[src/rtl/mul_hilo_ctrl.sv]
// rtl/mul_hilo_ctrl.sv - control stage that captures an external signed multiplier's product into HI/LO
module mul_hilo_ctrl #(
   parameter int DATA_WIDTH    = 32,
   parameter int SETTLE_CYCLES = 2
) (
   input  logic                    clk,
   input  logic                    rst_n,
   input  logic                    start,
   input  logic [DATA_WIDTH-1:0]   op_q,
   input  logic [DATA_WIDTH-1:0]   op_m,
   output logic [DATA_WIDTH-1:0]   mul_q,
   output logic [DATA_WIDTH-1:0]   mul_m,
   input  logic [2*DATA_WIDTH-1:0] mul_prod,
   input  logic                    hi_we,
   input  logic                    lo_we,
   input  logic [DATA_WIDTH-1:0]   wr_data,
   output logic                    busy,
   output logic                    done,
   output logic [DATA_WIDTH-1:0]   hi,
   output logic [DATA_WIDTH-1:0]   lo
);

   typedef enum logic {
      S_IDLE   = 1'b0,
      S_SETTLE = 1'b1
   } state_t;

   localparam logic [3:0] L_SETTLE = 4'(SETTLE_CYCLES);

   state_t                  r_state;
   logic [3:0]              r_cnt;
   logic                    r_done;
   logic [DATA_WIDTH-1:0]   r_mul_q;
   logic [DATA_WIDTH-1:0]   r_mul_m;
   logic [DATA_WIDTH-1:0]   r_hi;
   logic [DATA_WIDTH-1:0]   r_lo;

   always_ff @(posedge clk or negedge rst_n) begin
      if (!rst_n) begin
         r_state <= S_IDLE;
         r_cnt   <= 4'd0;
         r_done  <= 1'b0;
         r_mul_q <= '0;
         r_mul_m <= '0;
         r_hi    <= '0;
         r_lo    <= '0;
      end else begin
         r_done <= 1'b0;
         case (r_state)
            S_IDLE: begin
               // Direct writes land at the same edge a multiply is accepted; the capture later overwrites them.
               if (hi_we) r_hi <= wr_data;
               if (lo_we) r_lo <= wr_data;
               if (start) begin
                  r_mul_q <= op_q;
                  r_mul_m <= op_m;
                  r_cnt   <= L_SETTLE;
                  r_state <= S_SETTLE;
               end
            end
            S_SETTLE: begin
               if (r_cnt != 4'd1) begin
                  r_cnt <= r_cnt - 4'd1;
               end else begin
                  r_hi    <= mul_prod[2*DATA_WIDTH-1:DATA_WIDTH];
                  r_lo    <= mul_prod[DATA_WIDTH-1:0];
                  r_done  <= 1'b1;
                  r_state <= S_IDLE;
               end
            end
         endcase
      end
   end

   assign busy  = (r_state == S_SETTLE);
   assign done  = r_done;
   assign mul_q = r_mul_q;
   assign mul_m = r_mul_m;
   assign hi    = r_hi;
   assign lo    = r_lo;

endmodule
[config.mk]
export PLATFORM = sky130hd
export DESIGN_NAME = mul_hilo_ctrl
export DESIGN_NICKNAME = d
export VERILOG_FILES = /design/src/rtl/mul_hilo_ctrl.sv
export SDC_FILE = /design/constraint.sdc
export NUM_CORES = 1
export LEC_CHECK = 0
export ABC_AREA = 1
export CORE_MARGIN = 3
export CORE_UTILIZATION = 37
export CTS_BUF_LIST = sky130_fd_sc_hd__clkbuf_8 sky130_fd_sc_hd__clkbuf_16
export CTS_CLUSTER_SIZE = 16
export DETAILED_ROUTE_END_ITERATION = 8
export GPL_TIMING_DRIVEN = 1
export PLACE_DENSITY = 0.87
export SKIP_CTS_REPAIR_TIMING = 1
export SLEW_MARGIN = 10
export SYNTH_ARGS = -nofsm -noshare
export SYNTH_HDL_FRONTEND = slang
export SYNTH_SLANG_ARGS = --single-unit
[constraint.sdc]
create_clock -name clk -period 1.2 [get_ports clk]
set_input_delay 0.24 -clock clk [delete_from_list [all_inputs] [get_ports clk]]
set_output_delay 0.24 -clock clk [all_outputs]
set_load 0.05 [all_outputs]
==> results of run 1 <==
report_power, final:
part	internal (mW)	switching [mW]	total, mW
combinational	13.3	15.2	28.5
clock	2.64	2.12	4.76
sequential	6.73	2.59	9.33
total	22.7	19.9	42.6
state kept, by name, summed over array words and instances, names as in the netlist:
signal / count
hi: 32
lo: 32
mul_m: 32
mul_q: 32
r_cnt: 4
busy: 1
done: 1
final cells by class:
type	instances	area [µm²]
Clock buffer	17	425
Clock inverter	15	106
Fill cell	817	3070
Inverter	6	51.3
Multi-Input combinational cell	576	3020
Sequential cell	134	3370
Tap cell	216	270
Timing Repair Buffer	399	5610
Timing Repair inverter	1	20.0
metrics by stage:
stage	power, mW	TNS [ns]	setup slack [ns]
floorplan	20.0	-7.62	-0.0770
global placement	31.9	-5.47	-0.128
detailed placement	32.5	-7.84	-0.219
CTS	37.3	-13.15	-0.446
global route	44.2	-25.75	-0.260
finish	42.6	-15.78	-0.230
worst min-delay path: cells and delay by family:
| family | cells | cell delay [ns] |
|---|---|---|
| buffers and inverters | 1 | 0.21 |
| and+or+nand+nor | 2 | 0.17 |
how the worst max path moves through the flow:
stage	startpoint	endpoint	slack [ns]	depth (start not counted)
after detailed placement	hi_we	hi[10]	-0.22	5
after global placement	hi_we	hi[31]	-0.13	5
after CTS	busy	busy	-0.45	2
after global routing	busy	hi[0]	-0.26	7
final	busy	hi[0]	-0.23	7
after floorplan	busy	hi[0]	-0.08	6
cell families after synthesis:
| group | after synthesis |
|---|---|
| adders and majority gates | 2 |
| and+or+nand+nor | 572 |
| xor gates and xnor gates | 1 |
| buffers and inverters | 57 |
| DFF | 134 |
layer usage:
metal	track usage	vias to the layer above	share of wire
li1	-	3160	-
met2	0.430	445	0.52
met1	0.244	3445	0.33
met3	0.0881	122	0.091
met4	0.0977	0	0.055
met5	0	-	0
placed cells by master, fill, tap and decap left out, types with 8 or more instances in the layout:
cell / n
sky130_fd_sc_hd__nand2_1: 315
sky130_fd_sc_hd__nand2_4: 36
sky130_fd_sc_hd__clkinvlp_4: 8
sky130_fd_sc_hd__clkdlybuf4s50_1: 162
sky130_fd_sc_hd__dfrtp_1: 119
sky130_fd_sc_hd__clkbuf_16: 32
sky130_fd_sc_hd__dfrtp_2: 15
sky130_fd_sc_hd__nand3_1: 120
sky130_fd_sc_hd__nand2_2: 80
sky130_fd_sc_hd__buf_6: 12
sky130_fd_sc_hd__nand3_2: 13
sky130_fd_sc_hd__buf_12: 146
sky130_fd_sc_hd__buf_4: 56
==> impl_summary.txt, run 1 <==
----------------------------------------------------
[Clock tree]
  Cts bufs inserted ... 17
  Number of sinks handled by clock tree synthesis ... 134
  Clock tree from TritonCTS ... yes
  H-tree depth ... 4
  Clock Tree Root ... sky130_fd_sc_hd__clkbuf_16
  Number of buffers on the longest clock path ... 2
  CTS clk-pin slew, worst paths ... 0.06 ns
  Clock latency of the later-clocked register in the worst-skew pair ... 0.42 ns

[Floorplan]
  Height of the chip ... 134 µm
  Placeable core area ... 0.0159 mm²
  Number of placed I/O pins ... 295
  Die X-Extent ... 134 µm
  Initial cell density of the core ... 0.380
  FP Rows ... 46
  Die area ... 0.0179 mm²

[Timing]
  Final Skew ... 0.0173 ns
  Slack of the critical path ... -0.230 ns
  Final Setup Violations ... 214
  Final critical delay including setup and external delays ... 1.43 ns
  Max_slew headroom ... 0.781
  Worst hold-check slack ... 0.231 ns
  Unrepaired setup endpoints after global routing ... yes
  Final worst-path cycle share ... 1.19
  Final hold vios ... 0
  Achievable Freq ... 699 MHz
  Least-Margin Pin Slew ... 0.329 ns
  Number of max-slew violations in the final report ... 0

[GRT]
  Total gr overflow ... 0
  Via count of the first global-routing pass ... 6,644
  Maximum number of pins on one net before global-route repair ... 50
  Wire length of the first global-routing pass ... 33,700 µm
  Overall Global Routing Usage ... 0.236
  Number of antenna violations at the first check in global routing ... 0

[Worst setup path]
  Setup crit end kind ... register
  Critical register-to-register path endpoint ... hi[0]
  Crit path max-delay family ... buffers and inverters
  Critical Path Most Common Cell ... sky130_fd_sc_hd__nand2_1
  Number of buffer and inverter instances along the worst setup path ... 3
  Startpoint of the most critical register-to-register path ... busy
  Signal arrival time at the worst endpoint ... 1.72 ns
  Highest net fanout along the worst path ... 11
  Worst EP required ... 1.49 ns
  Cell breakdown of the critical path ... buf_4 > nand3_4 > buf_12 > nand2_8 > clkbuf_16 > nand2_1 > nand2_1
  Setup slack, reg-to-reg ... -0.23 ns
  Maximum single-stage delay on the critical path ... 0.46 ns
  Critical Path Start Type ... register
  Start-to-end type of the worst setup path ... register to register
  Worst r2r path cells ... 7
  Max stage delay cell, worst path ... sky130_fd_sc_hd__dfrtp_2

[Synthesis]
  Area share of the leading cell type in the synthesized netlist ... 0.554
  Synthesized netlist cell count ... 766
  Number of enable flip-flop cells after synthesis ... 0
  Adder-cell share of the synthesized area ... 0.00413
  Combinational family with the most area after synthesis ... simple AND/OR/NAND/NOR gates
  Simple-Gate Fraction of Synth Area ... 0.386
  Yosys warning total ... 0
  Library cell with the highest instance count after synthesis ... sky130_fd_sc_hd__nand2_1
  Netlist Area Pre-Place ... 0.00605 mm²
  Number of nets in the synthesized netlist ... 933
  Share of synthesized flip-flops with an asynchronous set or reset ... 1.00
  Share of the synthesized area in compound gates (AO/OA/AOI/OAI) ... 0
  Post-synthesis cell type count ... 16
  Proportion of synthesized chip area in sequential cells ... 0.554
  Commonest register cell after synthesis ... sky130_fd_sc_hd__dfrtp_1
  Most frequent cells after synthesis ... 431 x sky130_fd_sc_hd__nand2_1, 134 x sky130_fd_sc_hd__dfrtp_1, 133 x sky130_fd_sc_hd__nand3_1
  Area leader, netlist ... sky130_fd_sc_hd__dfrtp_1
  Share of synthesized area spent on multiplexers ... 0
  Main area contributors after synthesis ... sky130_fd_sc_hd__dfrtp_1 55%, sky130_fd_sc_hd__nand2_1 27%, sky130_fd_sc_hd__nand3_1 11%
  Number of flip-flops and latches in the synthesized netlist ... 134
  Average cell area after synthesis ... 7.90 µm²
  XOR/XNOR share of the synthesized area ... 0.00145

[Worst hold path]
  Hold-critical path endpoint ... mul_q[7]
  Cells on Worst Hold Path ... 3
  Type of the worst min-delay path ... input pin to register
  Origin of the worst min-delay path ... start

[Power]
  Maximum vdd drop ... 1910 µV
  Power Density ... 3310 mW/mm²
  Pleak ... 6.41 nW

[Layout]
  Net count, final ... 1,302
  Core occupancy in the finished layout ... 0.807
  Ant diodes ... 0
  Non-filler instance count after layout ... 1,364
  Share of final-layout standard cells stronger than drive strength 1 ... 0.372
  Design Area, Final ... 0.0129 mm²
  Layout-stage area growth over the synthesis result ... 113%

[Route]
  Wire length per cell after detailed routing ... 20.5 µm
  Number of routed nets with antenna violations ... 0
  WL final ... 27,900 µm
  Remaining design rule violation count ... 0
  DR vias/cell ... 5.26
  Count of TritonRoute iterations in the first routing pass ... 6
  Count of vias placed by the detailed router ... 7,172
  Detailed router's first-iteration violation count ... 401

[Placement]
  Number of buffers added on ports ... 294
  Placer Congestion ... 0.839
  Area post-placement ... 0.0107 mm²
  Placed insts ... 1,259
  HPWL reported at the end of detailed placement ... 16,200 µm

[Run status]
  Violated checks ... negative setup slack
  Result of the run ... finished with violations

[Flow run]
  Max-capacitance violation count ... 0

----------------------------------------------------
Power figures use the tool's default switching activity.
==> inputs of run 2 (changes only) <==
--- a/config.mk
+++ b/config.mk
@@ -12,5 +12,5 @@
 export CTS_CLUSTER_SIZE = 16
 export DETAILED_ROUTE_END_ITERATION = 8
-export GPL_TIMING_DRIVEN = 1
+export GPL_TIMING_DRIVEN = 0
 export PLACE_DENSITY = 0.87
 export SKIP_CTS_REPAIR_TIMING = 1
==> constraint.sdc (replaced) <==
create_clock -name clk -period 1.2 [get_ports clk]
set_input_delay 0.24 -clock clk [delete_from_list [all_inputs] [get_ports clk]]
set_output_delay 0.24 -clock clk [all_outputs]
set_load 0.1 [all_outputs]
==> run 2 against run 1 <==
  * The run ends with negative hold slack, negative setup slack left
  * Clock-buffer cell count increased by 2
  * Global-route usage increased by 0.12 points
  * Final cell count decreased by 0.88%
  * Critical path depth unchanged
  * First-iteration DRC count increased by 35%
  * Worst hold slack got worse by 0.39 ns
  * Die area unchanged
  * Cell area decreased by 8.1%
  * Maximum frequency increased by 0.74%
  * Flip-flop and latch count unchanged
  * Register-to-register slack about the same
==> impl_summary.txt, run 2 (synthesis results as in run 1) <==
----------------------------------------------------
[Route]
  WL final ... 25,300 µm (was 27,900 µm)
  Number of routed nets with antenna violations ... 0 (unchanged)
  Remaining design rule violation count ... 0 (unchanged)
  Wire length per cell after detailed routing ... 18.7 µm (was 20.5 µm)
  DR vias/cell ... 5.11 (was 5.26)
  Count of TritonRoute iterations in the first routing pass ... 5 (was 6)
  Detailed router's first-iteration violation count ... 542 (was 401)
  Count of vias placed by the detailed router ... 6,911 (was 7,172)

[Timing]
  Achievable Freq ... 704 MHz (was 699 MHz)
  Max_slew headroom ... 0.506 (was 0.781)
  Final worst-path cycle share ... 1.18 (was 1.19)
  Worst hold-check slack ... -0.155 ns (was 0.231 ns)
  Final critical delay including setup and external delays ... 1.42 ns (was 1.43 ns)
  Least-Margin Pin Slew ... 0.741 ns (was 0.329 ns)
  Unrepaired setup endpoints after global routing ... yes (unchanged)
  Final Setup Violations ... 259 (was 214)
  Number of max-slew violations in the final report ... 0 (unchanged)
  Final hold vios ... 76 (was 0)
  Final Skew ... 0.00894 ns (was 0.0173 ns)
  Slack of the critical path ... -0.220 ns (was -0.230 ns)

[Worst setup path]
  Startpoint of the most critical register-to-register path ... r_cnt[1] (was busy)
  Signal arrival time at the worst endpoint ... 1.71 ns (was 1.72 ns)
  Cell breakdown of the critical path ... inv_2 > ha_4 > nand3_4 > buf_8 > buf_6 > nand3_1 > nand2_1 (was buf_4 > nand3_4 > buf_12 > nand2_8 > clkbuf_16 > nand2_1 > nand2_1)
  Crit path max-delay family ... buffers and inverters (unchanged)
  Critical register-to-register path endpoint ... hi[10] (was hi[0])
  Highest net fanout along the worst path ... 10 (was 11)
  Worst EP required ... 1.49 ns (about the same)
  Critical Path Start Type ... register (unchanged)
  Start-to-end type of the worst setup path ... register to register (unchanged)
  Setup crit end kind ... register (unchanged)
  Max stage delay cell, worst path ... sky130_fd_sc_hd__dfrtp_1 (was sky130_fd_sc_hd__dfrtp_2)
  Worst r2r path cells ... 7 (unchanged)
  Number of buffer and inverter instances along the worst setup path ... 3 (unchanged)
  Critical Path Source ... r_cnt[1] (was busy)
  Maximum single-stage delay on the critical path ... 0.41 ns (was 0.46 ns)
  Setup slack, reg-to-reg ... -0.22 ns (was -0.23 ns)

[Layout]
  Area of the multi-input gates ... 0.00248 mm² (was 0.00302 mm²)
  Design Area, Final ... 0.0118 mm² (was 0.0129 mm²)
  Share of final-layout standard cells stronger than drive strength 1 ... 0.241 (was 0.372)
  Net count, final ... 1,291 (was 1,302)
  Core occupancy in the finished layout ... 0.742 (was 0.807)
  Layout-stage area growth over the synthesis result ... 95.4% (was 113%)
  Commonest non-fill, non-tap cells in the layout ... 429 x sky130_fd_sc_hd__nand2_1, 163 x sky130_fd_sc_hd__clkdlybuf4s50_1, 132 x sky130_fd_sc_hd__dfrtp_1 (was 315 x sky130_fd_sc_hd__nand2_1, 162 x sky130_fd_sc_hd__clkdlybuf4s50_1, 146 x sky130_fd_sc_hd__buf_12)
  Ant diodes ... 0 (unchanged)
  Reg area ... 0.00336 mm² (was 0.00337 mm²)
  Most common cell after layout, fill and taps aside ... sky130_fd_sc_hd__nand2_1 (unchanged)
  Fillers ... 1,013 (was 817)

[Floorplan]
  Die area ... 0.0179 mm² (unchanged)
  Number of placed I/O pins ... 295 (unchanged)
  FP Rows ... 46 (unchanged)
  Placeable core area ... 0.0159 mm² (unchanged)
  Height of the chip ... 134 µm (unchanged)
  Die X-Extent ... 134 µm (unchanged)
  Initial cell density of the core ... 0.380 (unchanged)

[Clock tree]
  CTS clk-pin slew, worst paths ... 0.06 ns (about the same)
  H-tree depth ... 4 (unchanged)
  Clock tree from TritonCTS ... yes (unchanged)
  Number of buffers on the longest clock path ... 2 (unchanged)
  Cts bufs inserted ... 17 (unchanged)
  Clock Tree Root ... sky130_fd_sc_hd__clkbuf_16 (unchanged)
  Clock latency of the later-clocked register in the worst-skew pair ... 0.41 ns (was 0.42 ns)
  Number of sinks handled by clock tree synthesis ... 134 (unchanged)

[Placement]
  HPWL reported at the end of detailed placement ... 16,000 µm (was 16,200 µm)
  Placer Congestion ... 0.865 (was 0.839)
  Number of buffers added on ports ... 294 (unchanged)
  Area post-placement ... 0.00937 mm² (was 0.0107 mm²)

[GRT]
  Maximum number of pins on one net before global-route repair ... 78 (was 50)
  Number of antenna violations at the first check in global routing ... 0 (unchanged)
  Total gr overflow ... 0 (unchanged)
  Wire length of the first global-routing pass ... 33,400 µm (was 33,700 µm)
  Via count of the first global-routing pass ... 6,371 (was 6,644)
  Overall Global Routing Usage ... 0.237 (was 0.236)

[Run status]
  Violated checks ... negative hold slack, negative setup slack (was negative setup slack)
  Result of the run ... finished with violations (unchanged)

[Flow run]
  Max-capacitance violation count ... 0 (unchanged)

[Worst hold path]
  Type of the worst min-delay path ... input pin to async pin (was input pin to register)

----------------------------------------------------
## run 2: cell count changes in the layout (fill, tap and decap cells not counted), sizes merged
| cell | previous run | this run |
|---|---|---|
| clkinvlp | 8 | 2 |
| clkinv | 5 | 4 |
| nand2 | 437 | 436 |
| buf | 221 | 219 |
| clkbuf | 32 | 26 |
| bufinv | 0 | 3 |
| dlygate4sd3 | 1 | 0 |
| clkdlybuf4s50 | 162 | 163 |
| inv | 9 | 10 |
## run 2: how the worst max path moves through the flow
stage	depth (start not counted)	to	slack, ns
after floorplan	6	hi[0]	-0.19
after global placement	1	busy	-6.28
after global routing	7	hi[13]	-0.25
after CTS	1	busy	-1.05
final	7	hi[10]	-0.22
after detailed placement	1	busy	-0.59
## run 2: metal layers
layer | part of all wire | vias up | global-route usage
met1 | 0.35 | 3295 | 0.285
met2 | 0.53 | 394 | 0.417
met4 | 0.043 | 0 | 0.0817
li1 | - | 3128 | -
met3 | 0.079 | 94 | 0.0581
met5 | 0 | - | 0
## run 2: worst reg2reg max path, stage by stage, from the launching register on
cell and delay (ns):
sky130_fd_sc_hd__dfrtp_1 0.41, sky130_fd_sc_hd__inv_2 0.09, sky130_fd_sc_hd__ha_4 0.14, sky130_fd_sc_hd__nand3_4 0.15
sky130_fd_sc_hd__buf_8 0.18, sky130_fd_sc_hd__buf_6 0.15, sky130_fd_sc_hd__nand3_1 0.11, sky130_fd_sc_hd__nand2_1 0.07
## run 2: area by class of cell
| cell class | count | area share |
|---|---|---|
| timing repair inverter | 1 | 0.000740 |
| clock inverter | 12 | 0.0117 |
| buffer | 51 | 0.0431 |
| inverter | 6 | 0.00296 |
| timing repair buffer | 338 | 0.387 |
| tap | 216 | 0.0228 |
| sequential | 134 | 0.284 |
| multi-input combinational | 575 | 0.209 |
| clock buffer | 19 | 0.0383 |
## run 2: metrics by stage
stage	TNS (ns)	worst slack (ns)	hold slack, ns	std cells
3_3_place_gp	-821.73	-6.28	0.453	1276
3_5_place_dp	-107.33	-0.593	0.315	1277
2_1_floorplan	-21.77	-0.194	-0.0556	766
5_1_grt	-30.65	-0.245	-0.118	1352
4_1_cts	-151.69	-1.05	-0.129	1308
6_report	-19.31	-0.220	-0.155	1352
Power of run 2 is left out: the tool's default activity adds up to more than one toggle a clock period on the data nets, which glitch-free logic cannot reach.
